<file path="src/rtl/mips_state_dumper.sv">
// mips_state_dumper: on start, freezes the MIPS core and streams every
// register-file entry, then every data-memory word, over a valid/ready port.
//
// Optional feature macro: DUMP_CHECKSUM_EN. When defined, a 32-bit running
// sum of all dumped words is appended as a final word (out_src=2).
//
// Ports:
//   clk, reset (async, active-low)   clock / reset shared with the core
//   start                            dump request (sampled in IDLE only)
//   hold_cpu, busy, done             core freeze, activity flag, done pulse
//   rf_addr / rf_data                register-file debug read port
//   dm_addr / dm_data                data-memory debug read port
//   out_valid/out_ready/out_data     word stream toward debug bridge
//   out_src, out_last                word source (0 reg,1 mem,2 sum), final flag
module mips_state_dumper #(
  parameter int NUM_REGS   = 32,
  parameter int DMEM_WORDS = 64,
  parameter int DMEM_AW    = 6
) (
  input  logic               clk,
  input  logic               reset,
  input  logic               start,
  output logic               hold_cpu,
  output logic               busy,
  output logic               done,
  output logic [4:0]         rf_addr,
  input  logic [31:0]        rf_data,
  output logic [DMEM_AW-1:0] dm_addr,
  input  logic [31:0]        dm_data,
  output logic               out_valid,
  input  logic               out_ready,
  output logic [31:0]        out_data,
  output logic [1:0]         out_src,
  output logic               out_last
);

  // idx must cover both the register index and the memory word address
  localparam int IW = ((DMEM_AW > 5) ? DMEM_AW : 5) + 1;
  localparam logic [IW-1:0] REG_LAST = IW'(NUM_REGS - 1);
  localparam logic [IW-1:0] MEM_LAST = IW'(DMEM_WORDS - 1);

`ifdef DUMP_CHECKSUM_EN
  typedef enum logic [2:0] {S_IDLE, S_REG, S_MEM, S_SUM, S_DONE} state_t;
  logic [31:0] acc;
`else
  typedef enum logic [2:0] {S_IDLE, S_REG, S_MEM, S_DONE} state_t;
`endif

  state_t        state;
  logic [IW-1:0] idx;
  logic          slot_free;

  // Output register can be refilled when empty or being drained this cycle
  assign slot_free = !out_valid || out_ready;

  assign rf_addr = (state == S_REG) ? idx[4:0] : 5'd0;
  assign dm_addr = (state == S_MEM) ? idx[DMEM_AW-1:0] : '0;

  always_ff @(posedge clk or negedge reset) begin
    if (!reset) begin
      state     <= S_IDLE;
      idx       <= '0;
      hold_cpu  <= 1'b0;
      busy      <= 1'b0;
      done      <= 1'b0;
      out_valid <= 1'b0;
      out_data  <= '0;
      out_src   <= 2'd0;
      out_last  <= 1'b0;
`ifdef DUMP_CHECKSUM_EN
      acc       <= '0;
`endif
    end else begin
      done <= 1'b0;
      case (state)
        S_IDLE: begin
          if (start) begin
            state    <= S_REG;
            idx      <= '0;
            hold_cpu <= 1'b1;
            busy     <= 1'b1;
`ifdef DUMP_CHECKSUM_EN
            acc      <= '0;
`endif
          end
        end
        S_REG: begin
          if (slot_free) begin
            out_valid <= 1'b1;
            out_data  <= rf_data;
            out_src   <= 2'd0;
            out_last  <= 1'b0;
`ifdef DUMP_CHECKSUM_EN
            acc       <= acc + rf_data;
`endif
            if (idx == REG_LAST) begin
              idx   <= '0;
              state <= S_MEM;
            end else begin
              idx <= idx + IW'(1);
            end
          end
        end
        S_MEM: begin
          if (slot_free) begin
            out_valid <= 1'b1;
            out_data  <= dm_data;
            out_src   <= 2'd1;
`ifdef DUMP_CHECKSUM_EN
            acc       <= acc + dm_data;
`endif
            if (idx == MEM_LAST) begin
              idx <= '0;
`ifdef DUMP_CHECKSUM_EN
              out_last <= 1'b0;   // checksum word follows
              state    <= S_SUM;
`else
              out_last <= 1'b1;
              state    <= S_DONE;
`endif
            end else begin
              out_last <= 1'b0;
              idx      <= idx + IW'(1);
            end
          end
        end
`ifdef DUMP_CHECKSUM_EN
        S_SUM: begin
          if (slot_free) begin
            out_valid <= 1'b1;
            out_data  <= acc;
            out_src   <= 2'd2;
            out_last  <= 1'b1;
            state     <= S_DONE;
          end
        end
`endif
        S_DONE: begin
          // release the core only once the final word has left the block
          if (out_valid && out_ready) begin
            out_valid <= 1'b0;
            done      <= 1'b1;
            hold_cpu  <= 1'b0;
            busy      <= 1'b0;
            state     <= S_IDLE;
          end
        end
        default: state <= S_IDLE;
      endcase
    end
  end

endmodule

</file>
<file path="config.mk">
export PLATFORM = sky130hd
export DESIGN_NAME = mips_state_dumper
export DESIGN_NICKNAME = d
export VERILOG_FILES = /design/src/rtl/mips_state_dumper.sv
export SDC_FILE = /design/constraint.sdc
export NUM_CORES = 1
export LEC_CHECK = 0
export CAP_MARGIN = 0
export CORE_UTILIZATION = 26
export CTS_BUF_LIST = sky130_fd_sc_hd__clkbuf_2
export DETAILED_ROUTE_END_ITERATION = 10
export GPL_TIMING_DRIVEN = 0
export PLACE_DENSITY = 0.63
export SYNTH_ARGS = -nofsm -noshare
export SYNTH_HDL_FRONTEND = slang
export SYNTH_SLANG_ARGS = --single-unit
export TNS_END_PERCENT = 5
</file>
<file path="constraint.sdc">
create_clock -name clk -period 2.2 [get_ports clk]
set_clock_uncertainty 0.05 [all_clocks]
set_input_delay 0.22 -clock clk [delete_from_list [all_inputs] [get_ports clk]]
set_output_delay 0.22 -clock clk [all_outputs]
set_load 0.02 [all_outputs]
</file>
==> results of run 1 <==
per-layer routing:
layer / share of wire / GRT usage / vias up
li1: - / - / 1068
met1: 0.45 / 0.165 / 1018
met2: 0.48 / 0.223 / 69
met3: 0.064 / 0.0424 / 7
met4: 0.014 / 0.0448 / 0
met5: 0 / 0 / -
metrics by stage:
step | util | hold slack, ns | power, W | cells | TNS, ns
3_5_place_dp | 0.421 | 0.212 | 0.00446 | 463 | -2.66
4_1_cts | 0.427 | 0.251 | 0.00484 | 472 | 0
3_3_place_gp | 0.418 | 0.424 | 0.00440 | 462 | -25.18
5_1_grt | 0.426 | 0.272 | 0.00517 | 473 | -0.0517
6_report | 0.426 | 0.260 | 0.00479 | 473 | 0
2_1_floorplan | - | -0.126 | 0.00322 | 238 | 0
layout make-up:
type	instances	area (µm²)
clock inverter	2	8.76
fill	872	5000
tap	108	135
sequential	46	1150
clock buffer	6	30.0
inverter	3	11.3
buffer	17	106
timing repair buffer	119	1160
multi-input combinational	172	1110
power groups by stage:
stage,logic [W],registers [W],clock network (W)
floorplan,0.00140,0.00182,0
CTS,0.00303,0.00143,0.000370
finish,0.00303,0.00142,0.000346
global route,0.00329,0.00147,0.000403
global placement,0.00297,0.00143,0
detailed placement,0.00302,0.00145,0
cell families (layout without fill, tap and decap cells):
group | count (synthesis) | after routing | synth area share
multiplexers | 35 | 35 | 0.150
flip-flops | 46 | 46 | 0.490
AO/OA/AOI/OAI | 56 | 56 | 0.136
other | 1 | 1 | 0.00160
buffers and inverters | 20 | 147 | 0.0410
AND/OR/NAND/NOR | 75 | 75 | 0.156
adder cells (fa/ha/maj) | 5 | 5 | 0.0266
cells in the mapped netlist:
cell type and instances:
buf_6 1, mux2i_1 34, or4_1 1, o211ai_1 1, nand2_1 9, a21oi_1 34, buf_4 3, dfrtp_1 46
nor2_1 35, o22ai_1 1, or2_4 1, a211o_4 1, and3_1 3, buf_2 1, nand2b_1 3, buf_1 3
clkbuf_1 8, mux2_1 1, nand2b_4 1, conb_1 1, o311ai_1 1, a31oi_1 2, o41ai_1 1, o21ai_1 11
a22o_1 1, o31ai_1 1, and4_1 1, ha_1 5, inv_1 3, nand3_1 5, o21bai_1 1, a311oi_1 1
clkbuf_2 1, nor2b_1 4, and2_1 12
critical path, cell delays in order, from the launching register on:
cell and delay [ns]:
dfrtp_1 0.50, ha_1 0.26, and3_1 0.18, clkbuf_1 0.16
and4_1 0.24, o211ai_1 0.30, mux2_1 0.36
path summary, 6_finish.rpt:
check	start	to	cells past startpoint
worst min register to register	out_src[0]	out_src[0]	2
worst max-delay path	idx[0]	state[1]	6
worst max register to register	idx[0]	state[1]	6
worst min-delay path	reset	idx[2]	2
min in group clk	start	busy	2
max in group asynchronous	reset	out_data[11]	3
state kept, by name, summed over array words and instances, names as in the netlist:
name and flops:
out_data 32, idx 7, state 2, busy 1, done 1, out_last 1, out_src 1, out_valid 1
repair_timing:
item / CTS / global route
buffers inserted: 0 / 1
pin swaps: 0 / 1
hold buffers: 1 / 0
resized for setup: 26 / 17
setup endpoints to repair: 43 / 34
endpoints found under the hold margin: 23 / 0
layout by cell type (no fill, tap or decap), drive strengths merged, types with 4 or more instances in the layout:
cell type,Yosys,routed
clkdlybuf4s50,0,104
dfrtp,46,46
nor2,35,35
a21oi,34,34
mux2i,34,34
clkbuf,9,17
buf,8,15
and2,12,12
o21ai,11,11
nand2,9,9
nand3,5,5
ha,5,5
dlygate4sd2,0,5
nor2b,4,4
nand2b,4,4
==> summary.md, run 1 <==
| Metric | Value |
|---|---|
| H-tree levels | 2 |
| Design area | around 3700 µm² |
| Nets@finish | 437 |
| Synth Warn # | 0 |
| Area contributors post-synth | dfrtp_1 49%, mux2i_1 14%, a21oi_1 7.2% |
| Final wirelength | between 6000 and 7000 µm |
| Post-place setup slack | -0.156 ns |
| TritonCTS buffer count | 5 |
| Cell taking the most area after synthesis | dfrtp_1 |
| Netlist cell types | 35 |
| Seq/Total Area, Yosys | 0.490 |
| Clock power share | 0.072 |
| Int Pwr | between 0.002 and 0.003 W |
| Setup violators final | 0 |
| Max-slew violation count | 0 |
| Pin count of the biggest net entering global routing | 25 |
| Final Hold Vio Count | 0 |
| Worst Slack Setup Final | around 0.06 ns |
| Combinational share of power | 0.631 |
| Critical path type | reg -> reg |
| Gr usage total | 0.134 |
| Placed cell area | around 3700 µm² |
| WP data required | 2.47 ns |
| 1st-pass router iterations | 4 |
| Max-cap viol count | 0 |
| Routability Congestion | between 0.7 and 0.8 |
| Crit. End Element | register |
| Total die area | between 9000 and 10000 µm² |
| Clock Root Buffer | clkbuf_2 |
| Chip width | roughly 100 µm |
| Max Fclk | about 470 MHz |
| Total nets after synthesis | 311 |
| CP Data Arrival Time | roughly 2.4 ns |
| # clock sinks | between 40 and 50 |
| Status | finished, final reports clean |
| Total grt overflow | 0 |
| DR WL/cell | approximately 13 µm |
| Core area | slightly below 9000 µm² |
| Slew @ Worst Pin | about 0.81 ns |
| CP Max Fanout | 7 |
| Clk Latency, worst-skew pair | around 0.40 ns |
| Number of global-route vias before repair | around 2200 |
| # IOs | about 120 |
| Worst relative slew slack | 0.459 |
| Lkg Pwr | 1.60 nW |
| Die height | 97.1 µm |
| Core Rows | 34 |
| Layout Area Growth over Synthesis | 58.2% |
| 1st-iter DRT viols | 79 |
| Sw frac | 0.438 |
| Synthesized area per cell | 9.88 µm² |
| Post-synth top area share | 0.490 |
| RSZ-0062 raised after global routing | true |
| DRC | 0 |
| PwrDens | 1290 nW/µm² |
| Sequential share of power | 0.297 |
| Post-route ant nets | 0 |
| TritonCTS clock tree | yes |
| Routed vias | 2162 |
| Clock period minus worst slack | between 2 and 2.5 ns |
| Antenna violations before repair | 0 |
| CTS clk-pin slew, worst paths | ~0.23 ns |
| Final period util | 0.972 |
| DPL Wire Length | 4810 µm |
| Clock Path Buffers | 2 |
| Yosys reg bits | between 40 and 50 |
| Layout cell share with drive strength beyond 1 | 0.0904 |
| # diodes | 0 |
| Cells after Synth | roughly 240 |
| Startpoint types | register |
| R2R Setup Slk | approximately 0.062 ns |
| DR vias/cell | about 4.6 |
| Initial Utilization | 0.270 |
| Port buffer count | 116 |
| Syn Std Cell Area | roughly 2400 µm² |
| Peak supply drop | 577 µV |
| Psw | about 0.0021 W |
| Worst Hold Class | in -> async |
| Global-route wire length before repair | roughly 10000 µm |
(Power assumes the default switching activity.)
==> run 2, diff against run 1 <==
Settings changed: CELL_PAD_IN_SITES_DETAIL_PLACEMENT set to 0, CELL_PAD_IN_SITES_GLOBAL_PLACEMENT set to 1, PLACE_DENSITY 0.63 to 0.8, REMOVE_ABC_BUFFERS set to 1.
==> run 2 against run 1 <==
The run now ends with setup timing left. Via count shrank 3.6%. Clock power is 2% lower. Flip-flop and latch count unchanged. Routed wire length is 7.2% lower. Worst hold slack worse by 0.064 ns. Critical endpoint is now idx[4]. Design area down 1.1%. First-iteration DRC count is 37% lower. Highest routed layer unchanged. Critical path depth up 1. Sequential power hardly changed. Final cell count decreased by 3.4%.
==> summary.md, run 2 (synthesis gave the netlist of run 1 again) <==
| Metric | Value |
|---|---|
| Status | complete, but fails checks (was finished, final reports clean) |
| Failing checks | setup timing |
| Layout Area Growth over Synthesis | 56.4% (was 58.2%) |
| Routed vias | 2085 (was 2162) |
| Nets@finish | 422 (was 437) |
| Total grt overflow | 0 (unchanged) |
| RSZ-0062 raised after global routing | true (unchanged) |
| # diodes | 0 (unchanged) |
| Worst path cell trace | inv_2 -> ha_4 -> buf_12 -> or2_4 -> a211o_4 -> or4_1 -> nand2_1 (was ha_1 -> and3_1 -> clkbuf_1 -> and4_1 -> o211ai_1 -> mux2_1) |
| Critical path type | reg -> reg (unchanged) |
| Port buffer count | 116 (unchanged) |
| Clock Path Buffers | 2 (unchanged) |
| Psw | 0.00202 W (was 0.00210 W) |
| Final Hold Vio Count | 0 (unchanged) |
| Max Fclk | 452 MHz (was 468 MHz) |
| PwrDens | 1280 nW/µm² (was 1290 nW/µm²) |
| Max FFs per register | 32 (unchanged) |
| Number of global-route vias before repair | 2160 (was 2172) |
| R2R Setup Slk | -0.01 ns (was 0.06 ns) |
| Pin count of the biggest net entering global routing | 47 (was 25) |
| CTS clk-pin slew, worst paths | 0.22 ns (was 0.23 ns) |
| DR vias/cell | 4.56 (was 4.57) |
| Layout cell share with drive strength beyond 1 | 0.0802 (was 0.0904) |
| Total die area | 9430 µm² (unchanged) |
| Biggest register | out_data (unchanged) |
| Largest registers in the final layout | out_data x32, idx x7, state x2 (unchanged) |
| Die height | 97.1 µm (unchanged) |
| Metal3 WL | 438 µm (was 401 µm) |
| Chip width | 97.1 µm (unchanged) |
| Clock period minus worst slack | 2.21 ns (was 2.14 ns) |
| Worst Slack Setup Final | -0.0121 ns (was 0.0618 ns) |
| WP buf/inv | 2 (was 1) |
| CP Max Fanout | 28 (was 7) |
| Startpoint types | register (unchanged) |
| Worst path top cell family by delay | simple AND/OR/NAND/NOR gates (was flip-flops) |
| Combinational share of power | 0.623 (was 0.631) |
| Worst R2R Path Depth | 7 (was 6) |
| 1st-iter DRT viols | 50 (was 79) |
| Slowest stage cell, crit path | dfrtp_1 (unchanged) |
| Initial Utilization | 0.270 (unchanged) |
| TritonCTS clock tree | yes (unchanged) |
| DPL Wire Length | 4300 µm (was 4810 µm) |
| Worst R2R End | idx[4] (was state[1]) |
| Most common cell after layout, fill and taps aside | clkdlybuf4s50_1 (unchanged) |
| TritonCTS buffer count | 5 (unchanged) |
| DRC | 0 (unchanged) |
| Global-route wire length before repair | 9940 µm (was 10400 µm) |
| Routability Congestion | 0.757 (was 0.788) |
| Commonest cells after routing, fill and taps aside | 104 x clkdlybuf4s50_1, 45 x dfrtp_1, 35 x nor2_1 (was 104 x clkdlybuf4s50_1, 46 x dfrtp_1, 35 x nor2_1) |
| H-tree levels | 2 (unchanged) |
| Lkg Pwr | 1.55 nW (was 1.60 nW) |
| Sw frac | 0.431 (was 0.438) |
| # IOs | 118 (unchanged) |
| Max-slew violation count | 0 (unchanged) |
| WP data required | 2.50 ns (was 2.47 ns) |
| Antenna violations before repair | 0 (unchanged) |
| # fillers | 857 (was 872) |
| 1st-pass router iterations | 4 (unchanged) |
| Gr usage total | 0.130 (was 0.134) |
| Core Rows | 34 (unchanged) |
| Highest routed layer | met4 (unchanged) |
| Clk Latency, worst-skew pair | 0.39 ns (was 0.40 ns) |
| # clock sinks | 46 (unchanged) |
| Core area | 8720 µm² (unchanged) |
| Final period util | 1.01 (was 0.972) |
| Final wirelength | 5780 µm (was 6230 µm) |
| Crit-path max cell delay | 0.49 ns (was 0.50 ns) |
| Max-cap viol count | 0 (unchanged) |
| Tot Pwr | 0.00469 W (was 0.00479 W) |
| Crit Reg-Reg Startpoint | state[0] (was idx[0]) |
| Peak supply drop | 410 µV (was 577 µV) |
| Clock power share | 0.072 (about the same) |
| Int Pwr | 0.00267 W (was 0.00270 W) |
| Setup violators final | 1 (was 0) |
| Placed insts | 448 (was 463) |
| Routed length on met1 | 2500 µm (was 2780 µm) |
| Post-route ant nets | 0 (unchanged) |
| Clock Root Buffer | clkbuf_2 (unchanged) |
| Post-Layout Cell Count | 457 (was 473) |
| Crit. End Element | register (unchanged) |
| Sequential share of power | 0.305 (was 0.297) |
| FF+latch area | 1150 µm² (about the same) |
| CP Data Arrival Time | 2.51 ns (was 2.41 ns) |
| Multi-input combinational cell area | 1140 µm² (was 1110 µm²) |
| Wire length on met2 | 2770 µm (was 2970 µm) |
| DR WL/cell | 12.6 µm (was 13.2 µm) |
| Worst Hold Class | in -> async (unchanged) |
==> run 2: cell count changes in the layout (fill, tap and decap cells not counted), moves of 2 or more <==
cell and delta:
buf_4 -3, buf_6 -3, ha_1 -2, ha_4 +2, buf_2 -6, buf_12 +3
clkbuf_1 -4
==> run 2: repair_timing <==
action | in CTS | in global routing
endpoints found under the hold margin | 40 | 0
resized for setup | 14 | 16
hold buffers | 1 | 0
setup endpoints to repair | 51 | 29
buffers inserted | 1 | 0
pin swaps | 1 | 0
==> run 2: final cells by class <==
cell class                 count  area share
multi-input combinational    172       0.311
clock buffer                   7     0.00953
inverter                       3     0.00306
tap                          108      0.0367
sequential                    46       0.313
timing repair buffer         121       0.327
==> run 2: how the worst max path moves through the flow <==
stage	from	to	slack, ns	cells after the start
2_1_floorplan	state[0]	out_data[0]	-1.38	5
3_3_place_gp	state[0]	out_data[14]	-2.47	5
3_5_place_dp	state[0]	out_data[11]	-0.34	8
4_1_cts	state[1]	rf_addr[1]	-0.05	4
5_1_grt	state[0]	idx[4]	-0.09	7
6_report	state[0]	idx[4]	-0.01	7
==> run 2: worst register-to-register path, cell delays in order, from the launching register on <==
cell and delay, ns:
dfrtp_1 0.49, inv_2 0.09, ha_4 0.18, buf_12 0.17
or2_4 0.27, a211o_4 0.38, or4_1 0.47, nand2_1 0.08
==> run 2: layer usage <==
metal / vias to the layer above / GRT usage
met2: 73 / 0.224
met1: 963 / 0.153
li1: 1044 / -
met5: - / 0
met4: 0 / 0.0356
met3: 5 / 0.0446
==> run 2: power by group through the flow <==
| stage | clock (W) | sequential [W] | combinational (W) |
|---|---|---|---|
| 3_5_place_dp | 0 | 0.00144 | 0.00294 |
| 6_report | 0.000339 | 0.00143 | 0.00293 |
| 5_1_grt | 0.000409 | 0.00150 | 0.00321 |
| 2_1_floorplan | 0 | 0.00183 | 0.00133 |
| 4_1_cts | 0.000369 | 0.00143 | 0.00297 |
| 3_3_place_gp | 0 | 0.00143 | 0.00288 |
==> run 2: through the flow <==
step                      hold WS (ns)  TNS (ns)  utilization  instance area (µm²)  setup WS [ns]
after floorplan                 -0.126    -51.71            -                 2270          -1.38
after global placement           0.420   -124.71        0.408                 3560          -2.47
after detailed placement         0.129     -9.97        0.415                 3620         -0.339
after CTS                        0.178   -0.0732        0.422                 3680        -0.0546
after global routing             0.155    -0.841        0.422                 3680        -0.0880
final                            0.196   -0.0121        0.422                 3680        -0.0121
==> run 3, diff against run 2 <==
Settings changed: CAP_MARGIN 0 to 30.
Clock period 2.2 ns to 2.8 ns, I/O delays scaled along.
==> run 3 against run 2 <==
The flow now finishes without violations. Register-to-register slack better by 0.60 ns. Largest power group unchanged. Clock power down 22%. Total power down 21%. Core utilization up 0.16 points. Highest routed layer unchanged. Largest cell class unchanged. Global-route usage about the same. Count of clock-buffer cells in the layout unchanged.
==> summary.md, run 3 (synthesis gave the netlist of run 1 again) <==
| Metric | Value |
|---|---|
| Status | finished, final reports clean (was complete, but fails checks) |
| CP Max Fanout | 28 (unchanged) |
| # fillers | 852 (was 857) |
| CTS clk-pin slew, worst paths | 0.21 ns (was 0.22 ns) |
| Worst R2R End | idx[4] (unchanged) |
| Initial Utilization | 0.270 (unchanged) |
| Clock period minus worst slack | 2.48 ns |
| DR vias/cell | 4.54 (was 4.56) |
| Nets@finish | 423 (was 422) |
| Gr usage total | 0.129 (was 0.130) |
| H-tree levels | 2 (unchanged) |
| Core area | 8720 µm² (unchanged) |
| Total die area | 9430 µm² (unchanged) |
| Final period util | 0.885 |
| WP data required | 2.47 ns (was 2.50 ns) |
| Startpoint types | register (unchanged) |
| PwrDens | 999 nW/µm² (was 1280 nW/µm²) |
| Clk Latency, worst-skew pair | 0.39 ns (about the same) |
| Peak supply drop | 323 µV (was 410 µV) |
| RSZ-0062 raised after global routing | false (was true) |
| # diodes | 0 (unchanged) |
| Critical path type | reg -> out (was reg -> reg) |
| Number of global-route vias before repair | 2151 (was 2160) |
| Port buffer count | 116 (unchanged) |
| Post-route ant nets | 0 (unchanged) |
| 1st-pass router iterations | 4 (unchanged) |
| Worst R2R Path Depth | 7 (unchanged) |
| Slowest stage cell, crit path | clkdlybuf4s50_1 (was dfrtp_1) |
| Commonest cells after routing, fill and taps aside | 115 x clkdlybuf4s50_1, 46 x dfrtp_1, 35 x nor2_1 (was 104 x clkdlybuf4s50_1, 45 x dfrtp_1, 35 x nor2_1) |
| Clock Root Buffer | clkbuf_2 (unchanged) |
| TritonCTS clock tree | yes (unchanged) |
| 1st-iter DRT viols | 35 (was 50) |
| DR WL/cell | 12.5 µm (was 12.6 µm) |
| CP Data Arrival Time | 2.15 ns (was 2.51 ns) |
| Worst path cell trace | inv_1 -> ha_4 -> buf_12 -> and2_1 -> clkdlybuf4s50_1 (was inv_2 -> ha_4 -> buf_12 -> or2_4 -> a211o_4 -> or4_1 -> nand2_1) |
| Multi-input combinational cell area | 1120 µm² (was 1140 µm²) |
| Pin count of the biggest net entering global routing | 47 (unchanged) |
| TritonCTS buffer count | 5 (unchanged) |
| Clock Path Buffers | 2 (unchanged) |
| Most common cell after layout, fill and taps aside | clkdlybuf4s50_1 (unchanged) |
| Final Hold Vio Count | 0 (unchanged) |
| Chip width | 97.1 µm (unchanged) |
| Max FFs per register | 32 (unchanged) |
| Die height | 97.1 µm (unchanged) |
| Fin util | 0.423 (was 0.422) |
| Antenna violations before repair | 0 (unchanged) |
| Core Rows | 34 (unchanged) |
| Total grt overflow | 0 (unchanged) |
| Global-route wire length before repair | 9920 µm (was 9940 µm) |
| Max-cap viol count | 0 (unchanged) |
| Layout Area Growth over Synthesis | 57.0% (was 56.4%) |
| Max-slew violation count | 0 (unchanged) |
| Routed vias | 2080 (was 2085) |
| Biggest register | out_data (unchanged) |
| DRC | 0 (unchanged) |
| Layout cell share with drive strength beyond 1 | 0.0514 (was 0.0802) |
| Final wirelength | 5720 µm (was 5780 µm) |
| Crit. End Element | output port (was register) |
| Crit Reg-Reg Startpoint | state[0] (unchanged) |
| Tot Pwr | 0.00369 W (was 0.00469 W) |
| Crit-path max cell delay | 0.60 ns (was 0.49 ns) |
| Max Fclk | between 400 and 500 MHz |
| Worst Hold Class | in -> async (unchanged) |
| Routability Congestion | 0.757 (unchanged) |
| Largest registers in the final layout | out_data x32, idx x7, state x2 (unchanged) |
| Worst Slack Setup Final | 0.323 ns (was -0.0121 ns) |
| Post-place setup slack | 0.261 ns (was -0.339 ns) |
| Lkg Pwr | 1.51 nW (was 1.55 nW) |
| # clock sinks | 46 (unchanged) |
| DPL Wire Length | 4300 µm (unchanged) |
| # IOs | 118 (unchanged) |
| R2R Setup Slk | 0.59 ns (was -0.01 ns) |
| Total negative slack | 0 ns (was -0.0121 ns) |
| FF+latch area | 1150 µm² (about the same) |
| Setup violators final | 0 (was 1) |
## run 3: what timing repair did
| item | CTS | global route |
|---|---|---|
| hold buffers | 1 | 0 |
| hold endpoints to repair | 16 | 0 |
| gates cloned | 0 | 0 |
| gates resized for setup | 1 | 0 |
| setup buffers | 0 | 2 |
| endpoints found under the setup margin | 6 | 6 |
## run 3: worst max-delay path by stage
stage | from | endpoint | slack (ns)
global route | state[0] | dm_addr[3] | 0.16
CTS | state[0] | dm_addr[1] | 0.04
global placement | state[0] | out_data[14] | -1.87
finish | state[0] | dm_addr[1] | 0.32
detailed placement | state[0] | out_data[11] | 0.26
floorplan | state[0] | out_data[0] | -0.78
## run 3: layout make-up
type / instances / share of cell area
Sequential cell: 46 / 0.312
Tap cell: 108 / 0.0366
Timing Repair Buffer: 122 / 0.336
Inverter: 3 / 0.00305
Clock buffer: 7 / 0.00949
Multi-Input combinational cell: 172 / 0.303
## run 3: per-layer routing
layer,GRT usage,vias to the layer above,part of all wire
met5,0,-,0
met4,0.0356,0,0.012
met3,0.0446,5,0.076
met2,0.222,77,0.48
met1,0.153,953,0.43
li1,-,1045,-
## run 3: per-stage QoR
| stage | cells | hold slack [ns] | cell area (µm²) |
|---|---|---|---|
| 2_1_floorplan | 221 | -0.0656 | 2270 |
| 3_3_place_gp | 445 | 0.420 | 3560 |
| 3_5_place_dp | 448 | 0.189 | 3620 |
| 4_1_cts | 456 | 0.238 | 3680 |
| 5_1_grt | 458 | 0.215 | 3690 |
| 6_report | 458 | 0.264 | 3690 |
## run 3: worst max-delay path, delay by kind of cell, from the launching register on
kind | cells | cell delay (ns)
buffers and inverters | 3 | 0.95
DFF | 1 | 0.45
adders and majority gates | 1 | 0.19
and+or+nand+nor | 1 | 0.15
## run 3: power by group
group | switching, W | leakage, nW | total (W) | internal (W)
clock network | 0.000200 | 0.0291 | 0.000265 | 0.0000651
logic | 0.00121 | 0.947 | 0.00230 | 0.00109
registers | 0.000169 | 0.532 | 0.00112 | 0.000949
